<file path="src/rtl/weight_fetch_ctrl.sv">
// Weight fetch controller: streams one bank of weights from a 1-cycle-latency BRAM
// through a 2-entry skid FIFO onto a valid/ready stream.
module weight_fetch_ctrl #(
    parameter int DEPTH = 28,
    parameter int AW    = 5,
    parameter int DW    = 16
) (
    input  logic          clk,
    input  logic          rst_n,
    input  logic          start,
    input  logic          abort,
    output logic          busy,
    output logic          done,
    output logic [AW-1:0] addr,
    output logic          en,
    output logic          we,
    output logic [DW-1:0] di,
    input  logic [DW-1:0] bram_do,
    output logic [DW-1:0] w_data,
    output logic [AW-1:0] w_idx,
    output logic          w_last,
    output logic          w_valid,
    input  logic          w_ready
);

    typedef enum logic [1:0] {
        IDLE,
        FETCH,
        DRAIN
    } state_t;

    localparam logic [AW-1:0] LAST_ADDR = AW'(DEPTH - 1);

    state_t        state;
    state_t        next_state;
    logic [AW-1:0] ptr;
    logic [AW-1:0] addr_q;
    logic [DW-1:0] fifo_data [2];
    logic [AW-1:0] fifo_idx  [2];
    logic [1:0]    fifo_last;
    logic          wr_sel;
    logic          rd_sel;
    logic [1:0]    fifo_count;
    logic          fifo_empty;
    logic          pop;
    logic          issue;
    logic          load_ptr;

    assign fifo_empty = (fifo_count == 2'd0);
    assign pop        = w_valid & w_ready;

    always_ff @(posedge clk or negedge rst_n) begin
        if (!rst_n) begin
            state <= IDLE;
        end else begin
            state <= next_state;
        end
    end

    // A read is issued only if its data is guaranteed a FIFO slot when it lands.
    always_comb begin
        next_state = state;
        issue      = 1'b0;
        load_ptr   = 1'b0;
        done       = 1'b0;
        busy       = 1'b0;
        case (state)
            IDLE: begin
                if (start && !abort) begin
                    next_state = FETCH;
                    load_ptr   = 1'b1;
                end
            end
            FETCH: begin
                busy = 1'b1;
                if (abort) begin
                    next_state = IDLE;
                end else if ({1'b0, fifo_count} <= 3'd1 + {2'b00, pop}) begin
                    issue = 1'b1;
                    if (ptr == LAST_ADDR) begin
                        next_state = DRAIN;
                    end
                end
            end
            DRAIN: begin
                if (abort) begin
                    busy       = 1'b1;
                    next_state = IDLE;
                end else if (fifo_empty) begin
                    done       = 1'b1;
                    next_state = IDLE;
                end else begin
                    busy = 1'b1;
                end
            end
            default: next_state = IDLE;
        endcase
    end

    assign en   = issue;
    assign addr = issue ? ptr : addr_q;
    assign we   = 1'b0;
    assign di   = '0;

    // The pointer saturates at the last address so it can never wrap within a run.
    always_ff @(posedge clk or negedge rst_n) begin
        if (!rst_n) begin
            ptr    <= '0;
            addr_q <= '0;
        end else begin
            if (load_ptr) begin
                ptr <= '0;
            end else if (issue && (ptr != LAST_ADDR)) begin
                ptr <= ptr + 1'b1;
            end
            if (issue) begin
                addr_q <= ptr;
            end
        end
    end

    // BRAM data from an issue cycle is valid at the following rising edge.
    always_ff @(posedge clk or negedge rst_n) begin
        if (!rst_n) begin
            for (int i = 0; i < 2; i++) begin
                fifo_data[i] <= '0;
                fifo_idx[i]  <= '0;
            end
            fifo_last  <= '0;
            wr_sel     <= 1'b0;
            rd_sel     <= 1'b0;
            fifo_count <= 2'd0;
        end else if (abort) begin
            wr_sel     <= 1'b0;
            rd_sel     <= 1'b0;
            fifo_count <= 2'd0;
        end else begin
            if (issue) begin
                fifo_data[wr_sel] <= bram_do;
                fifo_idx[wr_sel]  <= ptr;
                fifo_last[wr_sel] <= (ptr == LAST_ADDR);
                wr_sel            <= ~wr_sel;
            end
            if (pop) begin
                rd_sel <= ~rd_sel;
            end
            case ({issue, pop})
                2'b10:   fifo_count <= fifo_count + 2'd1;
                2'b01:   fifo_count <= fifo_count - 2'd1;
                default: fifo_count <= fifo_count;
            endcase
        end
    end

    assign w_valid = !fifo_empty;
    assign w_data  = w_valid ? fifo_data[rd_sel] : '0;
    assign w_idx   = w_valid ? fifo_idx[rd_sel] : '0;
    assign w_last  = w_valid ? fifo_last[rd_sel] : 1'b0;

endmodule

</file>
<file path="config.mk">
export PLATFORM = sky130hd
export DESIGN_NAME = weight_fetch_ctrl
export DESIGN_NICKNAME = d
export VERILOG_FILES = /design/src/rtl/weight_fetch_ctrl.sv
export SDC_FILE = /design/constraint.sdc
export NUM_CORES = 1
export LEC_CHECK = 0
export CAP_MARGIN = 0
export CORE_UTILIZATION = 40
export DETAILED_ROUTE_END_ITERATION = 16
export PLACE_DENSITY = 0.66
export RECOVER_POWER = 25
export SYNTH_ARGS = -nofsm -noshare
export SYNTH_HDL_FRONTEND = slang
export SYNTH_SLANG_ARGS = --single-unit
export TNS_END_PERCENT = 20
</file>
<file path="constraint.sdc">
create_clock -name clk -period 5.4 [get_ports clk]
set_input_delay 1.08 -clock clk [delete_from_list [all_inputs] [get_ports clk]]
set_output_delay 1.08 -clock clk [all_outputs]
set_load 0.01 [all_outputs]
</file>
==> parameters.txt <==
Parameter                              Value

Run status
  Run status ... finished, violations left
  Violations in the final reports ... capacitance limit, slew limit

Global routing
  Antenna violations before repair ... 0
  Total global routing overflow ... 0
  Wire length of the first global-routing pass ... 9266 um
  Vias in the first global route ... 1,917
  Maximum number of pins on one net before global-route repair ... 61
  Total global routing track utilization ... 15.79%

STA
  Worst Hold Margin ... 493.9 ps
  Time the final worst path needs with I/O delays and setup ... 4673 ps
  Final worst path period share ... 86.53%
  Max-slew violations ... 61
  Final hold viol count ... 0
  Worst slew margin relative to its limit ... -108.6%
  Slack of the critical path ... 727.4 ps
  Max Fclk ... 0.2140 GHz
  Setup TNS ... 0 ps
  Clock tree skew after final layout ... 9.790 ps
  Endpoints failing setup ... 0
  Unrepaired setup endpoints after global routing ... no
  Slew @ Worst Pin ... 3130 ps

Pwr
  Switching share of power ... 31.45%
  Relative contribution of combinational cells to total power ... 38.1%
  Total power divided by cell area ... 482.9 nW/um^2
  Internal Pwr Total ... 1254 uW
  Worst vdd ir ... 0.0001891 V
  Share of total power in sequential cells ... 39.4%
  Net Switching ... 575.4 uW
  Clock network fraction of total power ... 22.6%
  Leakage power summed over all cells ... 0.001656 uW

Finish
  Area growth, synth to finish ... 24.00%
  Net total in the final layout ... 339
  Final cell count without fillers ... 415
  Fraction of layout instances using a drive strength above 1 ... 22.15%
  # fillers ... 662
  Antenna diode count ... 0
  Final instance area ... 3789 um^2

Synth
  Number of standard cells after synthesis ... 259
  Synthesis Warnings ... 0
  Synthesized area per cell ... 11.80 um^2
  Area fraction of the dominant cell type after synthesis ... 49.14%
  Commonest register cell after synthesis ... sky130_fd_sc_hd__dfrtp_1
  Portion of the post-synthesis area used by sequential elements ... 49.14%
  Post-synthesis sequential element count ... 60
  Cell types occupying the most area after synthesis ... sky130_fd_sc_hd__dfrtp_1 (49%), sky130_fd_sc_hd__mux2_2 (18%), sky130_fd_sc_hd__mux2i_1 (7.9%)
  Post-synth top area cell ... sky130_fd_sc_hd__dfrtp_1
  Synth unique cells ... 40
  EDFF count, synth ... 0
  Async SR Flop Fraction ... 100.0%
  Syn Std Cell Area ... 3055 um^2

Clock network
  Number of H-tree levels ... 3
  Setup Buffers After CTS ... 0
  Count of hold buffers inserted by post-cts repair ... 0
  Clock tree from TritonCTS ... done
  Clock-pin slew reported for the worst setup and hold paths after clock tree synthesis ... 70 ps
  Longest Clk Path Bufs ... 2
  CTS sink count ... 60
  Clock insertion delay at the later pin of the skew report ... 330 ps
  Resize count post-CTS ... 0
  Clock Root Buffer ... sky130_fd_sc_hd__clkbuf_8
  Inserted Clock Buffers ... 9

Placement
  Worst slack after detailed placement ... 722.4 ps
  Global placer's final weighted congestion ... 0.8352
  Port Buf Inserts ... 51
  DP HPWL ... 3718 um
  Post-placement cell count ... 400
  Placed inst area ... 3590 um^2

Floorplan
  Area enclosed by the die boundary ... 7992 um^2
  Initial standard-cell utilization of the core ... 41.68%
  # IOs ... 69
  Chip Width ... 89.40 um
  Die outline height ... 89.40 um
  Std cell rows ... 31
  Core box area ... 7331 um^2

Route
  Number of design rule violations left after detail routing ... 0
  Total vias in the final route ... 2,036
  Vias per cell ... 4.906
  Initial drt markers ... 42
  Aggregate routed wire length ... 5691 um
  Antenna violation net count after detailed routing ... 0
  Final routed wire length divided by cell count ... 13.71 um
  Total iterations of the first detailed-routing run ... 4

Worst setup path
  Series of cell instances along the critical path ... clkdlybuf4s50_1 -> nand2_1 -> ha_1 -> nor2b_4 -> o21ai_2 -> nand2_1 -> mux2_2 -> clkdlybuf4s50_1
  Slowest cell on the critical path ... sky130_fd_sc_hd__clkdlybuf4s50_1
  Setup CP Type ... primary input to output pin
  Required time worst endpoint ... 4320 ps
  Endpoint type of the worst setup path ... output pin
  Delay-heaviest family, CP ... buffers and inverters
  Crit path buffers/inverters ... 2
  Worst setup SP type ... primary input
  Biggest fanout along the worst timing path ... 8
  Arrival @ worst endpoint ... 3590 ps
  Critical Path Max Stage Delay ... 530 ps

Flow run
  Max-capacitance violation count ... 1

Worst hold path
  Path class of the lowest-slack min-delay path ... register to register
-- worst paths after layout --
path	from	endpoint	slack (ps)	cells after the start
max	w_ready	addr[4]	730	8
min	addr_q[2]	addr_q[2]	490	1
max reg2reg	fifo_count[0]	fifo_idx[6]	2520	9
min reg2reg	addr_q[2]	addr_q[2]	490	1
max in group asynchronous	rst_n	rd_sel	1750	2
min in group asynchronous	rst_n	fifo_count[0]	1880	2
-- metal layers --
metal | routed length (um) | track usage, % | up-vias
met2 | 2649 | 25.47 | 62
met4 | 102 | 7.792 | 0
met1 | 2668 | 19.72 | 983
met3 | 270 | 4.063 | 10
li1 | - | - | 981
met5 | 0 | 0 | -
-- power groups by stage --
stage	registers (uW)	clock network, uW	logic, uW
after floorplan	699	0	513
after global placement	722	0	698
after detailed placement	731	0	706
after CTS	722	421	709
after global routing	744	446	771
final	720	413	696
-- registers in the layout, indices dropped and copies added, names as in the netlist --
signal	flops
fifo_data	32
fifo_idx	10
addr_q	5
ptr	5
fifo_count	2
fifo_last	2
state	2
rd_sel	1
wr_sel	1
-- kinds of logic (layout without fill, tap and decap cells) --
group           Yosys count  in the layout  share of synthesized area, %
fa+ha+maj                 6              6                         2.457
buf+inv                  37             78                         7.330
compound gates           24             24                         5.324
xor+xnor                  1              1                        0.2867
simple gates             57             57                         9.419
flops                    60             60                         49.14
mux                      73             73                         25.92
other cells               1             17                        0.1227
-- area by class of cell --
cell class,instances,area (um^2),share of cell area [%]
Multi-Input combinational cell,178,1399,36.92
Timing Repair Buffer,55,531.8,14.04
Clock inverter,1,30.03,0.7926
Tap cell,99,123.9,3.269
Clock buffer,14,172.7,4.557
Inverter,8,30.03,0.7926
Sequential cell,60,1501,39.63
-- through the flow --
| step | utilization [%] | power (uW) |
|---|---|---|
| after floorplan | - | 1212 |
| after global placement | 48.97 | 1419 |
| after detailed placement | 48.97 | 1437 |
| after CTS | 51.73 | 1852 |
| after global routing | 51.68 | 1962 |
| final | 51.68 | 1829 |
-- synthesized netlist by cell type (2+ instances only) --
cell and instances:
sky130_fd_sc_hd__clkbuf_1 4, sky130_fd_sc_hd__dfrtp_1 60, sky130_fd_sc_hd__ha_1 6, sky130_fd_sc_hd__o211a_1 2, sky130_fd_sc_hd__o31ai_1 3, sky130_fd_sc_hd__mux2i_1 24, sky130_fd_sc_hd__buf_4 19, sky130_fd_sc_hd__a31oi_1 2
sky130_fd_sc_hd__and3_1 2, sky130_fd_sc_hd__mux2_2 48, sky130_fd_sc_hd__buf_2 5, sky130_fd_sc_hd__or3_1 3, sky130_fd_sc_hd__nand2_1 7, sky130_fd_sc_hd__o21ai_0 4, sky130_fd_sc_hd__nand2b_1 2, sky130_fd_sc_hd__a21oi_1 6
sky130_fd_sc_hd__nor2_1 26, sky130_fd_sc_hd__inv_1 8, sky130_fd_sc_hd__nand3_1 6, sky130_fd_sc_hd__or4_1 2
-- worst reg2reg max path, cell delays in order (launching register included) --
cell and delay, ps:
sky130_fd_sc_hd__dfrtp_1 450, sky130_fd_sc_hd__nor2_2 150, sky130_fd_sc_hd__inv_1 90, sky130_fd_sc_hd__nand2_1 140
sky130_fd_sc_hd__ha_1 260, sky130_fd_sc_hd__nor2b_4 140, sky130_fd_sc_hd__o21a_1 300, sky130_fd_sc_hd__nor3_4 550
sky130_fd_sc_hd__buf_4 320, sky130_fd_sc_hd__mux2_2 360
-- layout by cell type, fill, tap and decap left out, types with 2 or more instances in the layout --
cell / n
sky130_fd_sc_hd__dfrtp_1: 60
sky130_fd_sc_hd__clkdlybuf4s50_1: 50
sky130_fd_sc_hd__mux2_2: 48
sky130_fd_sc_hd__nor2_1: 25
sky130_fd_sc_hd__mux2i_1: 24
sky130_fd_sc_hd__conb_1: 17
sky130_fd_sc_hd__clkbuf_8: 12
sky130_fd_sc_hd__inv_1: 8
sky130_fd_sc_hd__nand2_1: 7
sky130_fd_sc_hd__a21oi_1: 6
sky130_fd_sc_hd__nand3_1: 6
sky130_fd_sc_hd__ha_1: 6
sky130_fd_sc_hd__o21ai_0: 4
sky130_fd_sc_hd__or3_1: 3
sky130_fd_sc_hd__o31ai_1: 3
sky130_fd_sc_hd__clkbuf_1: 3
sky130_fd_sc_hd__buf_4: 3
sky130_fd_sc_hd__and3_1: 2
sky130_fd_sc_hd__nand2b_1: 2
sky130_fd_sc_hd__a31oi_1: 2
sky130_fd_sc_hd__o211a_1: 2
sky130_fd_sc_hd__or4_1: 2
(Power assumes the default switching activity.)
==> variant 1: new RTL, config.mk and constraints unchanged <==
The 3 states of `state_t` get a one-hot encoding in 3 bits.
--- a/src/rtl/weight_fetch_ctrl.sv
+++ b/src/rtl/weight_fetch_ctrl.sv
@@ -25,6 +25,6 @@
 
-    typedef enum logic [1:0] {
-        IDLE,
-        FETCH,
-        DRAIN
+    typedef enum logic [2:0] {
+        IDLE  = 3'b001,
+        FETCH = 3'b010,
+        DRAIN = 3'b100
     } state_t;
Formal check against the unedited RTL: no difference found for any inputs over 10 cycles, from zero or initial values and one cycle with rst_n low; not proved beyond that.
==> variant 1 against the original RTL <==
The run still ends with max-capacitance violations, max-slew violations left. Non-clock buffer count rose by 1. First-iteration DRC count grew 98%. Final area decreased by 0.89%. Critical path depth unchanged. Routed wire length down 2.3%. Worst setup slack improved by 76 ps. Via count decreased by 2.2%. Synthesized area fell by 0.86%. Count of clock-buffer cells in the layout down 2. Sequential cell count is 1 higher. Global-route usage increased by 0.11 points. Critical path type unchanged.
Power is not compared: it rests on default switching activity, and its combinational part moved more than twofold at a synthesized area within 25%.
==> variant 1: results (changes against the original RTL) <==
* Xor/xnor share of the synthesized area at 0.289% (+0.0025 points)
* Drt total wl at 5.56 mm (-2.3%)
* Routed wl met2 at 2.73 mm (+3.1%)
* Final hold slack at 496 ps (+2.18 ps)
* Clk slew on worst S/H paths at approximately 60 ps
* DR iter-0 viols at 83 (+98%)
* R2R Setup Slk at 2430 ps (-90 ps)
* Worst-path maximum fanout at 7 (-1)
* Status: finished with violations
* Max-cap violations at 1 (unchanged)
* Pre-CTS setup slack at 807 ps (+84.8 ps)
* Gpl congestion at 0.742 (-11%)
* Vias at 1992 (-2.2%)
* H-tree level count at 3 (unchanged)
* Grt met2 use at 25.1% (-0.36 points)
* Placed cells at 394 (-1.5%)
* Post-Synthesis Cells at 252 (-2.7%)
* Post-synthesis cell type count at 39 (-2.5%)
* Commonest cells post-synth: dfrtp_1, mux2_2, nor2_1, mux2i_1, buf_4
* Synth Area in Compound Gates at 4.34% (-0.99 points)
* Max Slew Vio Count at 62 (+1.6%)
* Skew final at 8.52 ps (-1.26 ps)
* Rel. slew slack at -114% (-5.6 points)
* Fmax at 218 MHz (+1.6%)
* Pre-antenna DRT Iters at 3 (-1)
* Post-synthesis adder-cell area fraction at 1.24% (-1.2 points)
* Total power at a little over 1 mW
* DRT met1 WL at 2.54 mm (-5.0%)
* Area after DPL at 3570 um^2 (-0.66%)
* Layout fillers at 680 (+2.7%)
* Met1 GRT Util at 21.1% (+1.3 points)
* Share of layout cells above drive strength 1 at 23.5% (+1.3 points)
* Post-synthesis mux area share at 25.5% (-0.44 points)
* DR WL met3 at 176 um (-35%)
* Register area share after synthesis at 50.4% (+1.3 points)
* RR Startpoint: fifo_count[1]
* Wire per inst at 13.6 um (-1.1%)
* IO buf count at 51 (unchanged)
* Met3 usage at 3.14% (-0.92 points)
* Largest net degree at the start of global routing at 62 (+1.6%)
* Dpl hpwl at 3.68 mm (-0.93%)
* Synth area leaders: dfrtp_1, mux2_2, mux2i_1
* Violated checks: max-capacitance violations, max-slew violations
* Total track usage at 15.9% (+0.11 points)
* Static leakage at around 1.6 nW
* First-pass GRT wire length at 9.32 mm (+0.53%)
* Nets at 330 (-2.7%)
[variant 1: cell type report]
| type | count | area, um^2 | area share [%] |
|---|---|---|---|
| flip-flops and latches | 61 | 1530 | 40.7 |
| multi-input cells | 174 | 1360 | 36.1 |
| repair buffers | 56 | 539 | 14.4 |
| clock buffers | 12 | 145 | 3.87 |
| well taps | 99 | 124 | 3.30 |
| clock inverters | 4 | 47.5 | 1.27 |
| inverters | 4 | 15.0 | 0.400 |
[variant 1: final timing paths]
check	endpoint	cells after the start
min in group asynchronous	fifo_data[22]	2
max in group asynchronous	fifo_idx[7]	2
worst min-delay path	addr_q[2]	1
worst min register to register	addr_q[2]	1
worst max-delay path	addr[3]	8
worst max register to register	fifo_data[24]	10
[variant 1: critical path: cells and delay by family]
kind / cells / cell delay, ps
AOI/OAI and AO/OA: 1 / 280
and+or+nand+nor: 3 / 530
adders and majority gates: 1 / 300
buffers and inverters: 2 / 1020
muxes: 1 / 300
==> variant 2: new RTL, same flow settings <==
Made on the original files. Set the parameter `AW` to 3 (it was 5).
--- a/src/rtl/weight_fetch_ctrl.sv
+++ b/src/rtl/weight_fetch_ctrl.sv
@@ -4,3 +4,3 @@
     parameter int DEPTH = 28,
-    parameter int AW    = 5,
+    parameter int AW    = 3,
     parameter int DW    = 16
Ports: changed (resized addr and w_idx); port bits go from 69 to 65. No check against the original RTL was run, so the function may have changed too.
==> variant 2 against the original RTL <==
The flow still finishes with violations (max-capacitance violations, max-slew violations). Sequential cell count shrank 8. Total power shrank 0.96%. Worst setup slack lost 62 ps. Synthesized cell count shrank 12%. Routed wire length shrank 7.6%. Global-route usage is essentially flat. Synthesized area shrank 9.8%. Final area shrank 12%. Final cell count shrank 14%. Critical path type unchanged.
==> variant 2: results (changes against the original RTL) <==
* Status: finished with violations
* Violated checks: max-capacitance violations, max-slew violations
* TritonCTS Buffers at 5 (-4)
* Gpl congestion at 0.795 (-4.8%)
* Nets at 305 (-10%)
* Wire per inst at 14.8 um (+8.0%)
* H-tree level count at 2 (-1)
* Static leakage at 1.52 nW (-8.2%)
* Synth area leaders: dfrtp_1, mux2_4, mux2_2
* Regs by FF count: fifo_data (32), fifo_idx (6)
* Total track usage at 15.8% (+0.044 points)
* DR WL met3 at 254 um (-5.9%)
* Grt met2 use at 26.4% (+0.92 points)
* Largest net degree at the start of global routing at 53 (-13%)
* Commonest cells post-synth: dfrtp_1, nor2_1, mux2_2, mux2_4, mux2i_1
* Share of layout cells above drive strength 1 at 20.9% (-1.3 points)
* Synth Area in Compound Gates at 4.54% (-0.78 points)
* Post-synthesis cell type count at 33 (-18%)
* Max-cap violations at 1 (unchanged)
* Met3 usage at 3.60% (-0.46 points)
* First-pass GRT wire length at 8.88 mm (-4.2%)
* Routed vias/inst at 5.07 (+3.3%)
* Met1 GRT Util at 19.8% (+0.11 points)
* Skew final at 11.8 ps (+2.05 ps)
* Max Slew Vio Count at 53 (-13%)
* Layout fillers at 598 (-9.7%)
* Rel. slew slack at -88.1% (+21 points)
* Post-synthesis mux area share at 28.0% (+2.0 points)
* Clk buf depth at 2 (unchanged)
* Worst-path maximum fanout at 6 (-2)
* Routed wl met2 at 2.41 mm (-8.9%)
* Register area share after synthesis at 47.2% (-1.9 points)
* Clk slew on worst S/H paths at 90 ps (+20 ps)
* Vias in the first global route at 1855 (-3.2%)
* Xor/xnor share of the synthesized area at 0.635% (+0.35 points)
* IO buf count at 47 (-7.8%)
* Worst vdd ir at 0.209 mV (+11%)
variant 2: cell count changes after synthesis, moves of 3 or more:
| cell | before | now |
|---|---|---|
| mux2_2 | 48 | 24 |
| mux2_4 | 0 | 20 |
| dfrtp_1 | 60 | 52 |
| mux2i_1 | 24 | 20 |
| nand3_1 | 6 | 3 |
| o31ai_1 | 3 | 0 |
| or3_1 | 3 | 0 |
variant 2: path summary, 6_finish.rpt:
| kind | to | startpoint | cells after the start |
|---|---|---|---|
| hold reg to reg | addr_q[1] | addr_q[1] | 1 |
| max in group asynchronous | fifo_data[29] | rst_n | 2 |
| setup / recovery | addr[0] | w_ready | 9 |
| min in group asynchronous | fifo_data[27] | rst_n | 2 |
| setup reg to reg | fifo_idx[1] | fifo_count[1] | 10 |
| hold / removal | addr_q[1] | addr_q[1] | 1 |
variant 2: through the flow:
| step | util [%] | cells | hold slack [ps] | setup WS, ps | area (um^2) |
|---|---|---|---|---|---|
| final | 51.3 | 355 | 500 | 665 | 3330 |
| after global routing | 51.3 | 355 | 517 | 460 | 3330 |
| after CTS | 51.4 | 355 | 507 | 663 | 3340 |
| after detailed placement | 49.7 | 347 | 484 | 677 | 3230 |
| after global placement | 49.7 | 347 | 483 | 740 | 3230 |
| after floorplan | - | 245 | 480 | 1810 | 2820 |
variant 2: report_power, final:
| part | switching (mW) | internal (mW) |
|---|---|---|
| logic | 0.366 | 0.497 |
| registers | 0.103 | 0.570 |
| clock network | 0.136 | 0.140 |
| total | 0.605 | 1.21 |
variant 2: area by class of cell:
class                   count  area share [%]
well taps                  77            2.89
inverters                   9            1.01
clock buffers               6            2.18
repair buffers             51            14.7
clock inverters             2            1.16
multi-input cells         158            39.0
flip-flops and latches     52            39.0
